<file path="src/rtl/mux21_arb_pkg.sv">
// Shared types and constants for the 2:1 round-robin mux arbiter.
package mux21_arb_pkg;
   typedef enum logic [1:0] {
      IDLE = 2'd0,
      OWN0 = 2'd1,
      OWN1 = 2'd2
   } state_t;

   localparam int CNT_W         = 4;
   localparam int CNT_MAX       = 15;
   localparam int DEF_WIDTH     = 2;
   localparam int DEF_BURST_LEN = 4;
endpackage

</file>
<file path="src/rtl/mux21_rr_arbiter_if.sv">
// Two-lane request bus plus registered output channel of the arbiter.
interface mux21_rr_arbiter_if #(parameter int WIDTH = 2);
   logic [WIDTH-1:0] data_in0;
   logic             valid_in0;
   logic             ready_in0;
   logic [WIDTH-1:0] data_in1;
   logic             valid_in1;
   logic             ready_in1;
   logic             selector;
   logic [WIDTH-1:0] data_out;
   logic             valid_out;
   logic             ready_out;
   logic             lane_out;

   modport master (
      output data_in0, valid_in0, data_in1, valid_in1, ready_out,
      input  ready_in0, ready_in1, selector, data_out, valid_out, lane_out
   );

   modport slave (
      input  data_in0, valid_in0, data_in1, valid_in1, ready_out,
      output ready_in0, ready_in1, selector, data_out, valid_out, lane_out
   );
endinterface

</file>
<file path="src/rtl/mux21_arb_grant.sv">
// Combinational lane choice: round-robin tie break from IDLE, burst-limited
// ownership otherwise.
module mux21_arb_grant
   import mux21_arb_pkg::*;
#(
   parameter int BURST_LEN = DEF_BURST_LEN
) (
   input  state_t           state,
   input  logic [CNT_W-1:0] cnt,
   input  logic             last,
   input  logic [1:0]       valid,
   output logic             grant_valid,
   output logic             grant_lane
);
   localparam logic [CNT_W-1:0] BL = CNT_W'(BURST_LEN);

   logic owner;

   always_comb begin
      grant_valid = 1'b0;
      grant_lane  = 1'b0;
      owner       = (state == OWN1);
      case (state)
         IDLE: begin
            if (&valid) begin
               grant_valid = 1'b1;
               grant_lane  = ~last;
            end else if (|valid) begin
               grant_valid = 1'b1;
               grant_lane  = valid[1];
            end
         end
         OWN0, OWN1: begin
            // Owner keeps the mux until its burst expires, unless the other lane is idle
            if (valid[owner] && ((cnt < BL) || !valid[~owner])) begin
               grant_valid = 1'b1;
               grant_lane  = owner;
            end else if (valid[~owner]) begin
               grant_valid = 1'b1;
               grant_lane  = ~owner;
            end
         end
         default: ;
      endcase
   end
endmodule

</file>
<file path="src/rtl/mux21_rr_arbiter.sv">
// Round-robin 2:1 arbiter with a load-through output register and
// per-owner burst limit.
module mux21_rr_arbiter
   import mux21_arb_pkg::*;
#(
   parameter int WIDTH     = DEF_WIDTH,
   parameter int BURST_LEN = DEF_BURST_LEN
) (
   input logic              clk,
   input logic              reset,
   mux21_rr_arbiter_if.slave bus
);
   state_t           state_q, state_d;
   logic [CNT_W-1:0] cnt_q, cnt_d;
   logic             last_q, last_d;
   logic [WIDTH-1:0] dout_q, dout_d;
   logic             vout_q, vout_d;
   logic             lane_q, lane_d;

   logic [1:0][WIDTH-1:0] data_in;
   logic                  grant_valid, grant_lane, can_accept;
   state_t                own_d;

   assign data_in    = {bus.data_in1, bus.data_in0};
   assign can_accept = !vout_q || bus.ready_out;

   mux21_arb_grant #(.BURST_LEN(BURST_LEN)) u_grant (
      .state       (state_q),
      .cnt         (cnt_q),
      .last        (last_q),
      .valid       ({bus.valid_in1, bus.valid_in0}),
      .grant_valid (grant_valid),
      .grant_lane  (grant_lane)
   );

   always_comb begin
      state_d = state_q;
      cnt_d   = cnt_q;
      last_d  = last_q;
      dout_d  = dout_q;
      vout_d  = vout_q;
      lane_d  = lane_q;
      own_d   = grant_lane ? OWN1 : OWN0;
      if (can_accept) begin
         if (grant_valid) begin
            dout_d  = data_in[grant_lane];
            lane_d  = grant_lane;
            vout_d  = 1'b1;
            last_d  = grant_lane;
            state_d = own_d;
            if (state_q == own_d)
               cnt_d = (cnt_q == CNT_W'(CNT_MAX)) ? cnt_q : cnt_q + 1'b1;
            else
               cnt_d = CNT_W'(1);
         end else begin
            state_d = IDLE;
            cnt_d   = '0;
            if (bus.ready_out) vout_d = 1'b0;
         end
      end
   end

   always_ff @(posedge clk) begin
      if (reset) begin
         state_q <= IDLE;
         cnt_q   <= '0;
         last_q  <= 1'b1;
         dout_q  <= '0;
         vout_q  <= 1'b0;
         lane_q  <= 1'b0;
      end else begin
         state_q <= state_d;
         cnt_q   <= cnt_d;
         last_q  <= last_d;
         dout_q  <= dout_d;
         vout_q  <= vout_d;
         lane_q  <= lane_d;
      end
   end

   // Reset masks the handshake and parks the mux on lane 1 in the reset cycle itself
   assign bus.ready_in0 = !reset && can_accept && grant_valid && !grant_lane;
   assign bus.ready_in1 = !reset && can_accept && grant_valid &&  grant_lane;
   assign bus.selector  = reset ? 1'b1 : (grant_valid ? grant_lane : last_q);
   assign bus.data_out  = dout_q;
   assign bus.valid_out = vout_q;
   assign bus.lane_out  = lane_q;
endmodule

</file>
<file path="src/flat_wrapper.sv">
// flat-port wrapper written by rule: the top's interface ports become plain ports
module mux21_rr_arbiter_flat import mux21_arb_pkg::*;
#(
   parameter int WIDTH     = DEF_WIDTH,
   parameter int BURST_LEN = DEF_BURST_LEN
)
  (clk, reset, bus_data_in0, bus_valid_in0, bus_data_in1, bus_valid_in1, bus_ready_out, bus_ready_in0, bus_ready_in1, bus_selector, bus_data_out, bus_valid_out, bus_lane_out);
  mux21_rr_arbiter_if #(.WIDTH(WIDTH)) bus_i ();
  input logic clk;
  input logic reset;
  input wire logic [$bits(bus_i.data_in0)-1:0] bus_data_in0;
  input wire logic [$bits(bus_i.valid_in0)-1:0] bus_valid_in0;
  input wire logic [$bits(bus_i.data_in1)-1:0] bus_data_in1;
  input wire logic [$bits(bus_i.valid_in1)-1:0] bus_valid_in1;
  input wire logic [$bits(bus_i.ready_out)-1:0] bus_ready_out;
  output wire logic [$bits(bus_i.ready_in0)-1:0] bus_ready_in0;
  output wire logic [$bits(bus_i.ready_in1)-1:0] bus_ready_in1;
  output wire logic [$bits(bus_i.selector)-1:0] bus_selector;
  output wire logic [$bits(bus_i.data_out)-1:0] bus_data_out;
  output wire logic [$bits(bus_i.valid_out)-1:0] bus_valid_out;
  output wire logic [$bits(bus_i.lane_out)-1:0] bus_lane_out;
  assign bus_i.data_in0 = bus_data_in0;
  assign bus_i.valid_in0 = bus_valid_in0;
  assign bus_i.data_in1 = bus_data_in1;
  assign bus_i.valid_in1 = bus_valid_in1;
  assign bus_i.ready_out = bus_ready_out;
  assign bus_ready_in0 = bus_i.ready_in0;
  assign bus_ready_in1 = bus_i.ready_in1;
  assign bus_selector = bus_i.selector;
  assign bus_data_out = bus_i.data_out;
  assign bus_valid_out = bus_i.valid_out;
  assign bus_lane_out = bus_i.lane_out;
  mux21_rr_arbiter #(.WIDTH(WIDTH), .BURST_LEN(BURST_LEN)) u_core (.clk(clk), .reset(reset), .bus(bus_i));
endmodule
</file>
<file path="config.mk">
export PLATFORM = sky130hd
export DESIGN_NAME = mux21_rr_arbiter_flat
export DESIGN_NICKNAME = d
export VERILOG_FILES = /design/src/rtl/mux21_arb_pkg.sv /design/src/rtl/mux21_rr_arbiter_if.sv /design/src/rtl/mux21_arb_grant.sv /design/src/rtl/mux21_rr_arbiter.sv /design/src/flat_wrapper.sv
export SDC_FILE = /design/constraint.sdc
export NUM_CORES = 1
export LEC_CHECK = 0
export BUFFER_PORTS_ARGS = -buffer_cell sky130_fd_sc_hd__buf_4
export CORE_MARGIN = 4
export CORE_UTILIZATION = 30
export DETAILED_ROUTE_END_ITERATION = 10
export HOLD_SLACK_MARGIN = 0.02
export SLEW_MARGIN = 20
export SYNTH_ARGS = -nofsm -noshare
export SYNTH_HDL_FRONTEND = slang
export SYNTH_SLANG_ARGS = --single-unit
</file>
<file path="constraint.sdc">
create_clock -name clk -period 1.9 [get_ports clk]
set_input_delay 0.19 -clock clk [delete_from_list [all_inputs] [get_ports clk]]
set_output_delay 0.19 -clock clk [all_outputs]
set_load 0.005 [all_outputs]
</file>
# Word level (Yosys, flattened, before mapping)
# Index checks and enable logic that the tools add are counted.
# W data, S select, Z words.
# word_totals
output_inout_bits	7
regBits	11
word_cells	62
# op_classes
addsub	1
bitwise	2
n_reduce_logical	19
magnitude_cmp	4
eq_ne	5
muxes	25
# op_table
cell	n
$mux W1	16
$mux W4	3
$mux W2	4
$reduce_and A2 Y1	4
$lt A1 B2 Y1 const B	3
$logic_and A1 B1 Y1	5
$add A4 B1 Y4 const B	1
$eq A4 B4 Y1 const B	1
$logic_not A1 Y1	4
$lt A4 B3 Y1 const B	1
$pmux W1 S2	2
$reduce_or A2 Y1	2
$ne A3 B3 Y1 const B	1
$eq A2 B1 Y1 const B	1
$eq A2 B2 Y1	1
$eq A2 B2 Y1 const B	1
$logic_not A2 Y1	1
$logic_or A1 B1 Y1	2
$not A1 Y1	2
$reduce_bool A2 Y1	1

# Longest topological paths before layout
# logic_depth
word_depth	13
ltp_mapped	8
ltp_nobuf	8

# Hierarchy
# Synthesis repeated with hierarchy kept, for this count alone.
# hier_totals
hier_cells	81
hier_area_um2	673.1
# modules_own_cells
module	instances	cells_per_inst	area_each_um2
mux21_rr_arbiter	1	66	574.3
mux21_arb_grant	1	15	98.8

# Worst setup path after synthesis
# No wires, ideal clock.
# synth_timing
kind	register -> register
startpoint	register u_core.state_q[0]
endpoint	register u_core.cnt_q[2]
path_stages_with_launch	9
setup_ps	79
t_arrival_ps	1826
t_required_ps	1821
slack_ps	-6
period_less_slack_ps	1906
path_cell_list	dfxtp_1 inv_1 ha_1 nor2b_1 o311a_1 o221ai_4 nor3b_4 o22ai_1 a211oi_2
# synth_between
elab_chain_cells	12
# synth_rtl
element	line	source
start, declared	mux21_rr_arbiter.sv:13	state_t state_q, state_d;
start signal, assigned	mux21_rr_arbiter.sv:72	state_q <= state_d;
$eq A2 B2 Y1	mux21_arb_grant.sv:22, mux21_arb_grant.sv:23	
$mux W1 (not written as such) (2 in series)	mux21_arb_grant.sv:35, mux21_arb_grant.sv:38	
$logic_not A1 Y1	mux21_arb_grant.sv:35	if (valid[owner] && ((cnt < BL) || !valid[~owner])) begin
$logic_or A1 B1 Y1	mux21_arb_grant.sv:35	
$logic_and A1 B1 Y1	mux21_arb_grant.sv:35	
$mux W1	mux21_arb_grant.sv:35	
$pmux W1 S2	mux21_arb_grant.sv:23	case (state)
$mux W2	mux21_rr_arbiter.sv:43	own_d = grant_lane ? OWN1 : OWN0;
$eq A2 B2 Y1	mux21_rr_arbiter.sv:51	if (state_q == own_d)
$ne A3 B3 Y1 (no line) / $mux W4 (equally long branches)	n/a	
$reduce_and A2 Y1 (no line) / $mux W4 (equally long branches)	n/a	
end signal, assigned	mux21_rr_arbiter.sv:73	cnt_q <= cnt_d;
end, declared	mux21_rr_arbiter.sv:14	logic [CNT_W-1:0] cnt_q, cnt_d;
# Parallel ways exist; a longest one is shown, timed or not. The select of a mux whose other input is x is not followed.
# A chain may end at the register's enable or synchronous reset.

# Final worst setup path
# layout_timing
startpoint	register u_core.state_q[0]
endpoint	output port bus_selector
# layout_between
elab_chain_cells	10
# layout_rtl
element	line	source
$eq A2 B2 Y1	mux21_arb_grant.sv:22, mux21_arb_grant.sv:23	
$mux W1 (not written as such) (2 in series)	mux21_arb_grant.sv:35, mux21_arb_grant.sv:38	
$logic_not A1 Y1	mux21_arb_grant.sv:35	
$logic_or A1 B1 Y1	mux21_arb_grant.sv:35	
$logic_and A1 B1 Y1	mux21_arb_grant.sv:35	
$mux W1	mux21_arb_grant.sv:35	
$pmux W1 S2	mux21_arb_grant.sv:23	
$mux W1 *	n/a	
$mux W1 *	mux21_rr_arbiter.sv:84	assign bus.selector = reset ? 1'b1 : (grant_valid ? grant_lane : last_q);
end, declared	flat_wrapper.sv:18	output wire logic [$bits(bus_i.selector)-1:0] bus_selector;
# Every way passes the cells marked *; elsewhere a longest branch is shown, timed or not. The select of a mux whose other input is x is not followed.

==> summary.md <==
| Metric | Value |
|---|---|
| Post-Synth Simple-Gate Area | 0.240 |
| Post-Syn Area per Cell | 8.48 um^2 |
| M1 WL | 814 um |
| Placed Area | 958 um^2 |
| DR vias/cell | 5.27 |
| Total track usage | 0.127 |
| Post-Synthesis Net Count | 99 |
| Worst-path maximum fanout | 4 |
| Initial antenna violation count | 0 |
| Root Driver | clkbuf_4 |
| Compound-cell area share of the yosys netlist | 0.307 |
| Post-synthesis xor/xnor area fraction | 0 |
| Layout area overhead | 51.2% |
| H-tree level count | 1 |
| Clk buf depth | 2 |
| CTS sink cnt | 11 |
| Outcome | finished, violations left |
| Worst Hold Class | in -> reg |
| Top Layer Used | met4 |
| Cell area after layout | 0.00109 mm^2 |
| Worst Hold End | u_core.cnt_q[3]$_SDFFE_PP0P_ |
| Final Setup Violations | 7 |
| Post-layout min period | 2.15 ns |
| WL/cell | 13.5 um |
| Slew margin rel. | 0.646 |
| Worst Hold Depth | 2 |
| Final Max Tran Viols | 0 |
| Die width | 57.0 um |
| FF-to-FF End | u_core.cnt_q[2]$_SDFFE_PP0P_ |
| CP max-delay cell | dfxtp_2 |
| CTS hold repair buffers | 0 |
| Layout cells sized above 1 | 0.448 |
| Worst hold start | reset |
| Initial core utilization | 0.320 |
| First-pass GRT wire length | 3260 um |
| Critical Path AT | 1.96 ns |
| Final Hold Fails | 0 |
| LEAKAGE | 0.000440 uW |
| Placement Setup Slack | -0.0914 ns |
| Port bufs | 15 |
| Final clock skew | 0.00815 ns |
| Post-synthesis register bit count | 11 |
| WL met2 | 995 um |
| Nets | 131 |
| Clock-pin slew of the registers on the worst-case setup and hold paths | 0.08 ns |
| Layout fillers | 231 |
| Unrepaired setup endpoints after global routing | yes |
| Tot Pwr | 1440 uW |
| Skew-Pair Late Insertion Delay | 0.28 ns |
| Data required time of the worst path | 1.71 ns |
| Metal3 WL | 74 um |
| Critical Path, Cell by Cell | inv_4 -> ha_4 -> nor2b_4 -> o311a_1 -> o221ai_4 -> a21oi_4 -> a211o_1 -> buf_6 |
| Post-synthesis cell count | 85 |
| Largest net degree at the start of global routing | 15 |
| Main combinational cell family by area after synthesis | compound AO/OA/AOI/OAI gates |
| CTS tree | done |
| Vias in the first global route | 732 |
| CP endpoint kind | output port |
| PD cells | 1320 mW/mm^2 |
| Crit path largest cell delay | 0.35 ns |
| Area of the multi-input gates | 564 um^2 |
| Crit Path Class | reg -> out |
| Final core occ | 0.483 |
| Iteration-0 DRC Markers | 15 |
| Worst reg2reg path depth | 9 |
| Io pins | 16 |
| Mapped cell area | 721 um^2 |
| PnR worst setup slack | -0.252 ns |
| Max_cap viols | 0 |
| Antenna-violating nets left | 0 |
| Chip Height | 57.0 um |
| Worst r2r src | u_core.state_q[0]$_SDFFE_PP0N_ |
| First-pass DRT Iterations | 4 |
| Failing checks | setup timing |
| Placer congestion estimate | 0.721 |
| Synth Warn # | 0 |
| Register area share after synthesis | 0.306 |
| Hold Slack | 0.187 ns |
| Startpoint class of the critical path | register |
| Period utilization | 1.13 |
| Worst-Margin Slew | 0.530 ns |
| Total gr overflow | 0 |
| Total length of routed wires | 1940 um |
| Cell Rows | 17 |
| Adder-cell share of the synthesized area | 0.0868 |
| Mux cell area share after synthesis | 0.0278 |
| Max Fclk | 465 MHz |
| Diode count | 0 |
| Hpwl dp | 1410 um |
| Residual DRC count | 0 |
| CORE AREA | 0.00225 mm^2 |
| Register cell area after layout | 225 um^2 |
| Register-to-register setup slack | -0.15 ns |
| Die ar. | 0.00325 mm^2 |
| Inserted Clock Buffers | 3 |
| Via count | 759 |
| Worst VDD drop | 0.000807 V |
| Synth cell types | 33 |
## what timing repair did
item                                    CTS  global route
endpoints found under the setup margin   10            12
setup buffers                             1             0
pin swaps                                 7             4
gates resized for setup                  11             9
## cell usage in the layout (no fill, tap or decap), types with 2 or more instances in the layout
cell	synthesis	routed
buf_4	0	28
nand2_1	10	10
dfxtp_1	11	9
nor2_1	8	7
a21oi_1	7	6
nand3_1	4	4
inv_1	4	3
nor2b_1	4	3
a211oi_2	2	3
ha_1	5	3
clkbuf_4	0	3
nand2b_1	2	2
nor3_2	0	2
and3_1	2	2
mux2i_1	2	2
ha_4	0	2
## synth_stat cells
cell type,number,share of area
inv_1,4,0.021
o311a_1,1,0.014
buf_2,1,0.0069
ha_1,5,0.087
and3_1,2,0.017
a211o_1,1,0.012
dfxtp_1,11,0.31
a211oi_2,2,0.035
o2111ai_1,1,0.012
a21oi_2,1,0.012
o22ai_1,1,0.0087
a211oi_1,3,0.031
nand2_1,10,0.052
o21bai_1,1,0.010
o221ai_4,1,0.036
nor2_1,8,0.042
o211ai_1,1,0.010
o21ai_1,1,0.0069
nor3b_4,1,0.026
nand2b_1,2,0.017
a311oi_1,1,0.012
a2111oi_0,1,0.012
nand3_1,4,0.028
clkbuf_1,1,0.0052
o32ai_1,1,0.012
nor3_1,2,0.014
o22a_1,1,0.012
mux2i_1,2,0.028
a31oi_1,1,0.0087
a31o_2,1,0.012
or3_1,1,0.0087
a21oi_1,7,0.049
nor2b_1,4,0.035
## metrics by stage
step	cells	setup TNS (ns)
CTS	144	-1.29
detailed placement	139	-0.623
global placement	139	-0.322
floorplan	85	0
finish	144	-1.17
global route	144	-2.09
## how the worst max path moves through the flow
stage / from / end / depth (start not counted)
3_3_place_gp: u_core.state_q[1]$_SDFFE_PP0N_ / u_core.cnt_q[0]$_SDFFE_PP0P_ / 7
6_report: u_core.state_q[0]$_SDFFE_PP0N_ / bus_selector / 8
2_1_floorplan: u_core.state_q[1]$_SDFFE_PP0N_ / u_core.cnt_q[0]$_SDFFE_PP0P_ / 7
4_1_cts: u_core.state_q[0]$_SDFFE_PP0N_ / bus_selector / 8
5_1_grt: u_core.state_q[0]$_SDFFE_PP0N_ / bus_selector / 8
3_5_place_dp: u_core.state_q[1]$_SDFFE_PP0N_ / bus_ready_in0 / 7
## critical path, delay by kind of cell, from the launching register on
kind | cells | cell delay, ns
compound gates | 4 | 0.88
buf+inv | 2 | 0.18
simple gates | 1 | 0.11
flops | 1 | 0.35
fa+ha+maj | 1 | 0.15
## layout make-up
type	instances	area share
Multi-Input combinational cell	68	0.518
Clock buffer	4	0.0241
Timing Repair Buffer	29	0.203
Inverter	4	0.0161
Tap cell	28	0.0321
Sequential cell	11	0.207
## power by group
group	switching (uW)	total (uW)	internal, uW
registers	63.5	371	307
logic	430	901	471
clock network	86.8	168	81.7
## registers in the layout, summed over array words and instances (netlist names)
name                  flops
u_core.bus.lane_out       1
u_core.last_q             1
u_core.state_q            2
u_core.bus.valid_out      1
u_core.cnt_q              4
u_core.bus.data_out       2
## per-layer routing
metal / track usage / vias to the layer above
met2: 0.228 / 23
met3: 0.0158 / 7
li1: - / 380
met1: 0.149 / 349
met4: 0.0596 / 0
met5: 0 / -
## logic make-up after synthesis
group	after synthesis
AND/OR/NAND/NOR	34
AO/OA/AOI/OAI	27
flip-flops	11
buffers and inverters	6
adder cells (fa/ha/maj)	5
multiplexers	2
(Power assumes the default switching activity.)
